### config.mk
export PLATFORM = sky130hd
export DESIGN_NAME = fetch_unit
export DESIGN_NICKNAME = d
export VERILOG_FILES = /design/src/rtl/fetch_unit.sv
export SDC_FILE = /design/constraint.sdc
export NUM_CORES = 1
export LEC_CHECK = 0
export ABC_AREA = 1
export CORE_MARGIN = 5
export CORE_UTILIZATION = 30
export DETAILED_ROUTE_END_ITERATION = 10
export PLACE_DENSITY = 0.61
export RECOVER_POWER = 100
export SETUP_SLACK_MARGIN = 0.2
export SLEW_MARGIN = 0
export SYNTH_ARGS = -nofsm -noshare
export SYNTH_HDL_FRONTEND = slang
export SYNTH_SLANG_ARGS = --single-unit
### constraint.sdc
create_clock -name clk -period 13.3 [get_ports clk]
set_clock_uncertainty 0.2 [all_clocks]
set_input_delay 1.995 -clock clk [delete_from_list [all_inputs] [get_ports clk]]
set_output_delay 1.995 -clock clk [all_outputs]
set_load 0.05 [all_outputs]
### src/rtl/fetch_unit.sv
// Instruction fetch stage: owns the program counter, issues word reads to
// instruction memory over a valid/ready channel, and buffers returned words
// in a small in-order FIFO that feeds decode with {instr, pc} pairs.
// Redirects flush the FIFO and squash responses to requests already in flight.
module fetch_unit #(
  parameter int              XLEN     = 32,
  parameter logic [XLEN-1:0] RESET_PC = '0,
  parameter int              DEPTH    = 2
) (
  input  logic            clk,
  input  logic            rst,
  output logic            imem_req_valid,
  output logic [XLEN-1:0] imem_req_addr,
  input  logic            imem_req_ready,
  input  logic            imem_resp_valid,
  input  logic [31:0]     imem_resp_data,
  input  logic            redirect_valid,
  input  logic [XLEN-1:0] redirect_pc,
  output logic            instr_valid,
  output logic [31:0]     instr,
  output logic [XLEN-1:0] instr_pc,
  output logic [6:0]      opcode,
  output logic [2:0]      funct3,
  output logic [6:0]      funct7,
  input  logic            instr_ready
);

  localparam int AW  = (DEPTH > 1) ? $clog2(DEPTH) : 1;
  localparam int CW  = $clog2(DEPTH + 1);
  localparam int CW1 = CW + 1;

  typedef enum logic [1:0] {
    S_BOOT  = 2'd0,
    S_FETCH = 2'd1,
    S_DRAIN = 2'd2
  } state_t;

  state_t          r_state;
  state_t          w_state_next;

  logic [XLEN-1:0] r_pc;
  logic [CW-1:0]   r_outstanding;
  logic [CW-1:0]   w_outstanding_next;
  logic [CW-1:0]   r_count;

  // Instruction FIFO and the shadow queue of PCs for outstanding requests.
  logic [AW-1:0]   r_rd_ptr;
  logic [AW-1:0]   r_wr_ptr;
  logic [AW-1:0]   r_pcq_rd;
  logic [AW-1:0]   r_pcq_wr;
  logic [31:0]     r_fifo_instr [DEPTH];
  logic [XLEN-1:0] r_fifo_pc    [DEPTH];
  logic [XLEN-1:0] r_pcq        [DEPTH];

  logic            w_pop;
  logic            w_push;
  logic            w_req_fire;
  logic            w_credit;
  logic [CW1-1:0]  w_occupancy;
  logic [CW1-1:0]  w_limit;
  logic [XLEN-1:0] w_redirect_target;
  logic [1:0]      w_unused_redirect_lsbs;

  assign instr_valid = (r_count != '0);
  assign w_pop       = instr_valid && instr_ready;
  assign w_req_fire  = imem_req_valid && imem_req_ready;

  // A response is kept only when it belongs to a live request: stale ones
  // arrive while draining or in the very cycle of a redirect.
  assign w_push = imem_resp_valid && (r_state == S_FETCH) && !redirect_valid;

  // Credit counts in-flight requests plus buffered words; the head leaving
  // this cycle frees its slot early so DEPTH=2 sustains one word per cycle
  // with single-cycle memory.
  assign w_occupancy = CW1'(r_outstanding) + CW1'(r_count);
  assign w_limit     = CW1'(DEPTH) + CW1'(w_pop);
  assign w_credit    = (w_occupancy < w_limit);

  // Every response retires one outstanding request, stale or not.
  assign w_outstanding_next = r_outstanding + CW'(w_req_fire) - CW'(imem_resp_valid);

  assign w_redirect_target      = {redirect_pc[XLEN-1:2], 2'b00};
  assign w_unused_redirect_lsbs = redirect_pc[1:0];

  // FSM state register.
  // NOTE: clocked state uses non-blocking assignments so every flop samples
  // pre-edge values regardless of the order the blocks are evaluated in.
  always_ff @(posedge clk) begin
    if (rst) r_state <= S_BOOT;
    else     r_state <= w_state_next;
  end

  // FSM next-state: redirect decides between draining stale requests or
  // fetching straight away; otherwise BOOT lasts one cycle and DRAIN ends
  // once the last stale response has come back.
  // NOTE: each combinational output gets a default first so no path leaves
  // it unassigned, which would infer a latch.
  always_comb begin
    w_state_next = r_state;
    if (redirect_valid) begin
      w_state_next = (w_outstanding_next != '0) ? S_DRAIN : S_FETCH;
    end else begin
      case (r_state)
        S_BOOT:  w_state_next = S_FETCH;
        S_FETCH: w_state_next = S_FETCH;
        S_DRAIN: if (w_outstanding_next == '0) w_state_next = S_FETCH;
        default: w_state_next = S_BOOT;
      endcase
    end
  end

  // FSM outputs: requests only while fetching and credit is available.
  always_comb begin
    imem_req_valid = 1'b0;
    imem_req_addr  = r_pc;
    if (r_state == S_FETCH) imem_req_valid = w_credit;
  end

  // PC, outstanding counter, FIFO pointers and occupancy.
  always_ff @(posedge clk) begin
    if (rst) begin
      r_pc          <= RESET_PC;
      r_outstanding <= '0;
      r_count       <= '0;
      r_rd_ptr      <= '0;
      r_wr_ptr      <= '0;
      r_pcq_rd      <= '0;
      r_pcq_wr      <= '0;
    end else begin
      r_outstanding <= w_outstanding_next;
      if (redirect_valid) begin
        r_pc     <= w_redirect_target;
        r_count  <= '0;
        r_rd_ptr <= '0;
        r_wr_ptr <= '0;
        r_pcq_rd <= '0;
        r_pcq_wr <= '0;
      end else begin
        if (w_req_fire) begin
          r_pc     <= r_pc + XLEN'(4);
          r_pcq_wr <= r_pcq_wr + 1'b1;
        end
        if (w_push) begin
          r_pcq_rd <= r_pcq_rd + 1'b1;
          r_wr_ptr <= r_wr_ptr + 1'b1;
        end
        if (w_pop) r_rd_ptr <= r_rd_ptr + 1'b1;
        r_count <= r_count + CW'(w_push) - CW'(w_pop);
      end
    end
  end

  // Storage for buffered words and request PCs.
  // NOTE: storage arrays carry no reset; occupancy and pointers alone decide
  // which entries are meaningful, so clearing the data would only cost area.
  always_ff @(posedge clk) begin
    if (w_push) begin
      r_fifo_instr[r_wr_ptr] <= imem_resp_data;
      r_fifo_pc[r_wr_ptr]    <= r_pcq[r_pcq_rd];
    end
    if (w_req_fire && !redirect_valid) r_pcq[r_pcq_wr] <= r_pc;
  end

  assign instr    = r_fifo_instr[r_rd_ptr];
  assign instr_pc = r_fifo_pc[r_rd_ptr];
  assign opcode   = instr[6:0];
  assign funct3   = instr[14:12];
  assign funct7   = instr[31:25];

endmodule

==> results of run 1 <==
## cell type report
cell class | count | area (µm²) | share of cell area [%]
clock buffer | 37 | 753.2 | 5.918
multi-input combinational | 474 | 2909 | 22.86
sequential | 226 | 6366 | 50.02
timing repair buffer | 185 | 1808 | 14.21
tap | 442 | 553.0 | 4.345
clock inverter | 11 | 106.4 | 0.8356
inverter | 61 | 231.5 | 1.819
## metrics by stage
stage | std cells | power [mW] | setup slack [ps]
after detailed placement | 1388 | 1.052 | 7347
final | 1436 | 1.730 | 6423
after floorplan | 806 | 0.9710 | 7634
after global routing | 1436 | 1.804 | 5907
after global placement | 1388 | 1.049 | 7325
after CTS | 1436 | 1.768 | 7323
## final timing paths
check / from / endpoint
setup / recovery: redirect_valid / r_fifo_instr[0][1]$_DFFE_PP_
hold / removal: r_rd_ptr$_SDFFE_PP0P_ / r_rd_ptr$_SDFFE_PP0P_
setup reg to reg: r_state[1]$_SDFFE_PP0P_ / r_fifo_instr[0][1]$_DFFE_PP_
hold reg to reg: r_rd_ptr$_SDFFE_PP0P_ / r_rd_ptr$_SDFFE_PP0P_
## cells in the mapped netlist (all sizes together) (2+ instances only)
master / count
a21oi: 35
buf: 35
clkbuf: 10
dfxtp: 42
edfxtp: 184
ha: 6
inv: 60
mux2: 92
nand2: 187
nand3: 46
nand3b: 2
nor2: 68
nor3: 2
o21ai: 12
xnor2: 7
xor2: 6
## routing by layer
layer | GRT usage (%) | vias to the layer above | part of all wire (%)
met4 | 3.122 | 0 | 1.9
li1 | - | 3076 | -
met5 | 0 | - | 0
met3 | 3.003 | 33 | 8.1
met1 | 16.48 | 2976 | 43
met2 | 20.52 | 208 | 47
## report_power, final
part | internal (mW) | leakage [nW] | switching, mW | total (mW)
registers | 0.796 | 2.02 | 0.0247 | 0.821
clock network | 0.431 | 0.428 | 0.274 | 0.706
logic | 0.0698 | 2.01 | 0.133 | 0.203
total | 1.30 | 4.46 | 0.432 | 1.73
## worst max-delay path: cells and delay by family
kind	cells	cell delay [ps]
buf+inv	4	4190
simple gates	2	440
## registers in the layout (all words and copies together) (netlist names), 2 cells and up, named ones only
| signal | count |
|---|---|
| r_count | 2 |
| r_state | 2 |
| r_outstanding | 2 |
| imem_req_addr | 30 |
| r_pcq | 60 |
| r_fifo_pc | 60 |
| r_fifo_instr | 64 |
## cell families after synthesis
group	synth area share, %
adder cells (fa/ha/maj)	0.9732
buffers and inverters	5.161
AND/OR/NAND/NOR	14.04
other	0.03838
multiplexers	10.60
XOR/XNOR	1.165
flip-flops	65.16
AO/OA/AOI/OAI	2.869
==> results.json, run 1 <==
{
  "grt_pass1_vias": 6320,
  "violations": "capacitance limit, slew limit",
  "grt_max_degree": 63,
  "path_class": "input pin to flop",
  "dieHeight_um": 190.5,
  "yosysSeqAreaShare_pct": 65.16,
  "finalCritPeriodShare_pct": 51.71,
  "start_util_pct": 30.18,
  "synth_edf_count": 184,
  "hold_depth": 1,
  "routed_wirelength_um": 22810,
  "die_w_um": 190.5,
  "synth_area_per_cell_um2": 12.17,
  "status": "finished, violations left",
  "post_dp_cell_area_mm2": 0.01192,
  "portBuffers": 178,
  "ys.warnings.count": 0,
  "drc": 0,
  "power.density_mw_per_mm2": 135.9,
  "track_usage_pct": 12.40,
  "io_pins": 185,
  "finalSetupTns_ps": 0,
  "critical-path-max-stage-delay_ps": 2880,
  "fillCellCount": 3119,
  "nets": 1051,
  "synthFlopType": "edfxtp_1",
  "path_common_cell": "clkbuf_1",
  "synth_top_area_share_pct": 56.55,
  "drt-wirelength-per-cell_um": 15.89,
  "finalHoldViolCount": 0,
  "cp-start-kind": "input pin",
  "most-common-layout-cells": "edfxtp_1, nand2_1, dlygate4sd3_1",
  "synth.top_cells.by_area": "edfxtp_1, mux2_2, dfxtp_1",
  "yosysUniqueCellTypes": 37,
  "ctsResizeCount": 0,
  "synthArstFlopShare_pct": 0,
  "required_ps": 13130,
  "cts.sinks": 226,
  "ctsHoldBuffers": 0,
  "vias_per_cell": 4.382,
  "p_leak_nw": 4.456,
  "syn-instance-count": 803,
  "setup_violations": 0,
  "layout_commonest_cell": "edfxtp_1",
  "worst_hold_slack_ps": 256.6,
  "diodes": 0,
  "netlist_area_mm2": 0.009771,
  "vias": 6293,
  "row_count": 66,
  "grt_pass1_wl_um": 35620,
  "fin_area_mm2": 0.01273,
  "finish.utilization_pct": 39.32,
  "antenna_found_initial": 0,
  "rr_worst_depth": 6,
  "insertion_delay_ps": 530,
  "clk_path_buf_depth": 3,
  "h-tree-depth": 1,
  "hpwl_um": 14910,
  "final_layout_size_suffix_gt1_share_pct": 13.48,
  "hold_path.class": "flop to flop",
  "worstPathArrival_ps": 6710,
  "post_cts_buffers": 0,
  "worst_path_max_delay_cell": "clkbuf_1",
  "fp.dieArea_mm2": 0.03628,
  "fmax_mhz": 145.4,
  "rrSetupSlack_ps": 8730,
  "layout_min_cycle_time_ps": 6877,
  "firstDrtPassIters": 5,
  "worst_pin_slew_ps": 4122,
  "cp-end-kind": "flop",
  "final_antenna_net_count": 0,
  "grt_overflow_total": 0,
  "relSlewSlack_pct": -174.8,
  "clkTransAtPathRegs_ps": 60,
  "cts_root_buf": "clkbuf_16",
  "crit_path_max_fanout": 62,
  "coreArea_mm2": 0.03237,
  "drv_slew": 355,
  "path_cells": "dlygate4sd3_1 > clkbuf_1 > nor2_1 > inv_1 > nor2_4 > clkbuf_1",
  "numCtsBuffers": 26,
  "yosysTopAreaCell": "edfxtp_1",
  "first_iter_violations": 300,
  "gp_congestion": 0.8796,
  "peakVddDrop_v": 0.00008399,
  "synth-seq-cells": 226,
  "max_cap_viol_count": 8,
  "rsz0062_at_grt": "false",
  "synthToLayoutAreaGrowth_pct": 30.26,
  "cts_tree": "yes"
}
Note: power is estimated with default switching activity, not from simulation.
==> inputs of run 2 (changes only) <==
==> constraint.sdc (replaced) <==
create_clock -name clk -period 6.4 [get_ports clk]
set_clock_uncertainty 0.2 [all_clocks]
set_input_delay 0.96 -clock clk [delete_from_list [all_inputs] [get_ports clk]]
set_output_delay 0.96 -clock clk [all_outputs]
set_load 0.05 [all_outputs]
==> results.json, run 2 (synthesized netlist as in run 1, its figures left out) <==
{
  "finalSetupTns_ps": 0,
  "pre_cts_ws_ps": 2529,
  "cp-end-kind": "flop",
  "ctsHoldBuffers": 0,
  "r2r_end": "r_fifo_pc[1][22]$_DFFE_PP_",
  "first_iter_violations": 301,
  "routed_wirelength_um": 22820,
  "path_class": "input pin to flop",
  "final_antenna_net_count": 0,
  "grt_pass1_wl_um": 35270,
  "grt_overflow_total": 0,
  "clkTransAtPathRegs_ps": 60,
  "vias_per_cell": 4.370,
  "hpwl_um": 15650,
  "layout_min_cycle_time_ps": 4821,
  "ctsResizeCount": 0,
  "h-tree-depth": 1,
  "required_ps": 6330,
  "insertion_delay_ps": 520,
  "coreArea_mm2": 0.03237,
  "numCtsBuffers": 26,
  "wl_met2_um": 10750,
  "hold_depth": 1,
  "diodes": 0,
  "vias": 6289,
  "reg2reg_from": "r_state[0]$_SDFFE_PP0P_",
  "rsz0062_at_grt": "false",
  "violations": "capacitance limit, slew limit",
  "die_w_um": 190.5,
  "dieHeight_um": 190.5,
  "start_util_pct": 30.18,
  "portBuffers": 178,
  "biggestRegsByFlops": "r_fifo_instr x64, r_fifo_pc x60, r_pcq x60",
  "most-common-layout-cells": "edfxtp_1, nand2_1, dlygate4sd3_1",
  "row_count": 66,
  "drv_slew": 242,
  "drt-wirelength-per-cell_um": 15.86,
  "final_layout_size_suffix_gt1_share_pct": 15.35,
  "rrSetupSlack_ps": 2330,
  "fp.dieArea_mm2": 0.03628,
  "rr_worst_depth": 5,
  "grt_pass1_vias": 6280,
  "post-route-worst-setup-slack_ps": 1579,
  "cp-start-kind": "input pin",
  "finalHoldViolCount": 0,
  "worstPathArrival_ps": 4750,
  "setup_violations": 0,
  "layout_commonest_cell": "edfxtp_1",
  "finalCritPeriodShare_pct": 75.34,
  "largest_register_ffs": 64,
  "top_register": "r_fifo_instr",
  "grt_max_degree": 63,
  "cts_root_buf": "clkbuf_16",
  "dr.max_layer_used": "met4",
  "post_cts_buffers": 0,
  "status": "finished, violations left",
  "met1_length_um": 10210,
  "track_usage_pct": 12.20,
  "hold_path.class": "flop to flop",
  "antenna_found_initial": 0,
  "io_pins": 185,
  "p_leak_nw": 4.440,
  "crit_start": "redirect_valid",
  "clk_path_buf_depth": 3,
  "drc": 0,
  "nets": 1054,
  "cts.sinks": 226,
  "worst_pin_slew_ps": 2279,
  "relSlewSlack_pct": -52.49,
  "wl_met3_um": 1447,
  "crit_path_max_fanout": 37,
  "firstDrtPassIters": 4,
  "gp_congestion": 0.8566,
  "peakVddDrop_v": 0.0001697,
  "cts_tree": "yes",
  "fmax_mhz": 207.4,
  "power.density_mw_per_mm2": 278.7,
  "max_cap_viol_count": 7,
  "hp-start": "r_rd_ptr$_SDFFE_PP0P_",
  "synthToLayoutAreaGrowth_pct": 30.02
}
-- run 2: cell count changes in the layout (fill, tap and decap cells not counted), moves of 2 or more --
cell / previous run / this run
clkbuf_8: 4 / 0
clkinv_1: 3 / 6
mux2_2: 52 / 71
dlygate4sd3_1: 125 / 144
clkinvlp_4: 0 / 3
mux2_1: 40 / 21
buf_4: 0 / 2
nor2_1: 51 / 53
nor2_4: 8 / 6
clkdlybuf4s50_1: 53 / 34
-- run 2: how the worst max path moves through the flow --
stage / slack [ps] / depth (start not counted) / to
2_1_floorplan: 1770 / 4 / r_fifo_instr[0][0]$_DFFE_PP_
3_3_place_gp: 2510 / 4 / imem_req_valid
3_5_place_dp: 2530 / 4 / imem_req_valid
4_1_cts: 2340 / 5 / imem_req_valid
5_1_grt: 1170 / 6 / r_fifo_instr[0][8]$_DFFE_PP_
6_report: 1580 / 6 / r_fifo_pc[1][22]$_DFFE_PP_
-- run 2: cell type report --
cell class	instances	area (µm²)
clock inverters	17	140.1
repair buffers	188	1827
well taps	442	553.0
multi-input cells	474	2894
inverters	61	231.5
flip-flops and latches	226	6367
clock buffers	31	690.7
fillers	3161	19670
-- run 2: per-stage QoR --
stage / hold WS [ps] / total power [mW] / util (%) / instance area (µm²) / std cells
2_1_floorplan: 225.5 / 2.018 / - / 9782 / 806
3_3_place_gp: 229.6 / 2.182 / 36.89 / 11940 / 1391
3_5_place_dp: 232.0 / 2.187 / 36.89 / 11940 / 1391
4_1_cts: 241.8 / 3.625 / 39.46 / 12770 / 1439
5_1_grt: 271.7 / 3.693 / 39.24 / 12700 / 1439
6_report: 247.6 / 3.541 / 39.24 / 12700 / 1439
-- run 2: power by group --
group | switching (mW) | internal, mW
registers | 0.0473 | 1.65
logic | 0.280 | 0.145
clock network | 0.569 | 0.849
total | 0.896 | 2.65
-- run 2: metal layers --
layer	vias up	global-route usage, %
met5	-	0
met4	0	3.066
met3	29	2.618
met2	183	20.29
met1	2996	16.32
li1	3081	-
-- run 2: worst max-delay path: stages --
cell,delay (ps)
dlygate4sd3_1,530
buf_4,250
nor2_1,190
inv_1,100
nor2_1,1680
clkbuf_1,1010
==> inputs of run 3 (changes only) <==
==> constraint.sdc (replaced) <==
create_clock -name clk -period 5 [get_ports clk]
set_clock_uncertainty 0.2 [all_clocks]
set_input_delay 0.75 -clock clk [delete_from_list [all_inputs] [get_ports clk]]
set_output_delay 0.75 -clock clk [all_outputs]
set_load 0.05 [all_outputs]
==> results.json, run 3 (synthesized netlist as in run 1, its figures left out) <==
{
  "status": "finished, violations left",
  "violations": "capacitance limit, slew limit",
  "setup_violations": 0,
  "ctsHoldBuffers": 0,
  "firstDrtPassIters": 4,
  "row_count": 66,
  "ctsResizeCount": 0,
  "hpwl_um": 15280,
  "numCtsBuffers": 26,
  "worstPathArrival_ps": 3300,
  "cts_tree": "yes",
  "path_class": "flop to primary output",
  "p_sw_share_pct": 25.16,
  "worst_pin_slew_ps": 1983,
  "internal_power_mw": 3.463,
  "h-tree-depth": 1,
  "die_w_um": 190.5,
  "fp.dieArea_mm2": 0.03628,
  "clk_path_buf_depth": 3,
  "crit_path_max_fanout": 62,
  "pre_cts_ws_ps": 1448,
  "crit_buf_inv": 1,
  "largest_register_ffs": 64,
  "fin_area_mm2": 0.01274,
  "finalPower_mw": 4.627,
  "drc": 0,
  "insertion_delay_ps": 540,
  "track_usage_pct": 12.44,
  "peakVddDrop_v": 0.0002543,
  "post_dp_cell_area_mm2": 0.01192,
  "finalSetupTns_ps": 0,
  "wl_met3_um": 1863,
  "biggestRegsByFlops": "r_fifo_instr x64, r_fifo_pc x60, r_pcq x60",
  "grt_pass1_wl_um": 35680,
  "routed_wirelength_um": 23060,
  "antenna_found_initial": 0,
  "finalCritPeriodShare_pct": 84.96,
  "post-route-worst-setup-slack_ps": 751.9,
  "top_register": "r_fifo_instr",
  "required_ps": 4050,
  "relSlewSlack_pct": -32.21,
  "clkTransAtPathRegs_ps": 60,
  "fmax_mhz": 235.4,
  "post_cts_buffers": 0,
  "coreArea_mm2": 0.03237,
  "power.density_mw_per_mm2": 363.3,
  "nets": 1051,
  "portBuffers": 178,
  "fillCellCount": 3144,
  "start_util_pct": 30.18,
  "seqPwrFrac_pct": 47.1,
  "met1_length_um": 9802,
  "combPwrFrac_pct": 11.6,
  "worst_path_max_delay_cell": "dfxtp_2",
  "synthToLayoutAreaGrowth_pct": 30.36,
  "grt_max_degree": 63,
  "final_layout_size_suffix_gt1_share_pct": 15.69,
  "vias_per_cell": 4.340,
  "cp-start-kind": "flop",
  "grt_overflow_total": 0,
  "cts_root_buf": "clkbuf_16",
  "grt_pass1_vias": 6205,
  "hold_path.class": "flop to flop",
  "rsz0062_at_grt": "false",
  "layout_min_cycle_time_ps": 4248,
  "dieHeight_um": 190.5,
  "power.switching_mw": 1.164,
  "first_iter_violations": 335,
  "drv_slew": 282,
  "diodes": 0,
  "cts.sinks": 226,
  "max_cap_viol_count": 6,
  "wl_met2_um": 11010,
  "finalHoldViolCount": 0,
  "drt-wirelength-per-cell_um": 16.06,
  "final_antenna_net_count": 0,
  "vias": 6232,
  "path_cells": "mux2_2 > dlygate4sd3_1",
  "p_leak_nw": 4.468,
  "most-common-layout-cells": "edfxtp_1, nand2_1, dlygate4sd3_1",
  "path_delay_family": "flip-flops",
  "dr.max_layer_used": "met4",
  "layout_commonest_cell": "edfxtp_1",
  "io_pins": 185,
  "gp_congestion": 0.8796,
  "critical-path-max-stage-delay_ps": 1390,
  "cp-end-kind": "primary output",
  "clkPwrFrac_pct": 41.2
}
## run 3: cell types whose count changed in the layout (fill, tap and decap cells not counted), moves of 3 or more
cell	before	now
clkdlybuf4s50_1	34	39
dlygate4sd3_1	144	139
clkinvlp_4	3	0
clkbuf_1	12	7
## run 3: path summary, 6_finish.rpt
check	from	end	slack, ps	cells past startpoint
max	flop	instr_pc[19]	750	2
min	r_rd_ptr$_SDFFE_PP0P_	r_rd_ptr$_SDFFE_PP0P_	260	1
max reg2reg	r_outstanding[0]$_SDFF_PP0_	r_pcq[0][22]$_DFFE_PP_	1220	6
min reg2reg	r_rd_ptr$_SDFFE_PP0P_	r_rd_ptr$_SDFFE_PP0P_	260	1
## run 3: cell type report
cell class | count | area, µm² | area share (%)
Timing Repair Buffer | 185 | 1818 | 14.27
Tap cell | 442 | 553.0 | 4.342
Clock inverter | 18 | 206.4 | 1.621
Clock buffer | 30 | 665.6 | 5.226
Multi-Input combinational cell | 474 | 2895 | 22.73
Sequential cell | 226 | 6367 | 49.99
Inverter | 61 | 231.5 | 1.817
## run 3: metal layers
metal  global-route usage, %  vias up
li1                        -     3076
met1                   16.25     2935
met2                   21.18      193
met3                   2.856       28
met4                   2.790        0
met5                       0        -
## run 3: metrics by stage
stage	hold slack (ps)	instances	util, %
global placement	233.8	1388	36.83
global route	299.5	1436	39.35
floorplan	225.5	806	-
finish	262.3	1436	39.35
CTS	260.4	1436	39.52
detailed placement	252.3	1388	36.83
## run 3: power by group through the flow
| stage | Combinational, mW | Sequential [mW] | Clock (mW) |
|---|---|---|---|
| after global routing | 0.582 | 2.19 | 2.06 |
| final | 0.539 | 2.18 | 1.91 |
| after CTS | 0.582 | 2.18 | 1.97 |
| after global placement | 0.572 | 2.22 | 0 |
| after detailed placement | 0.579 | 2.22 | 0 |
| after floorplan | 0.336 | 2.25 | 0 |
## run 3: worst register-to-register path, stage by stage (launching register included)
cell and delay (ps):
dfxtp_1 320, ha_1 210, fa_1 360, nor2_1 180, nand4_1 420, nor2_2 190, clkbuf_1 1440
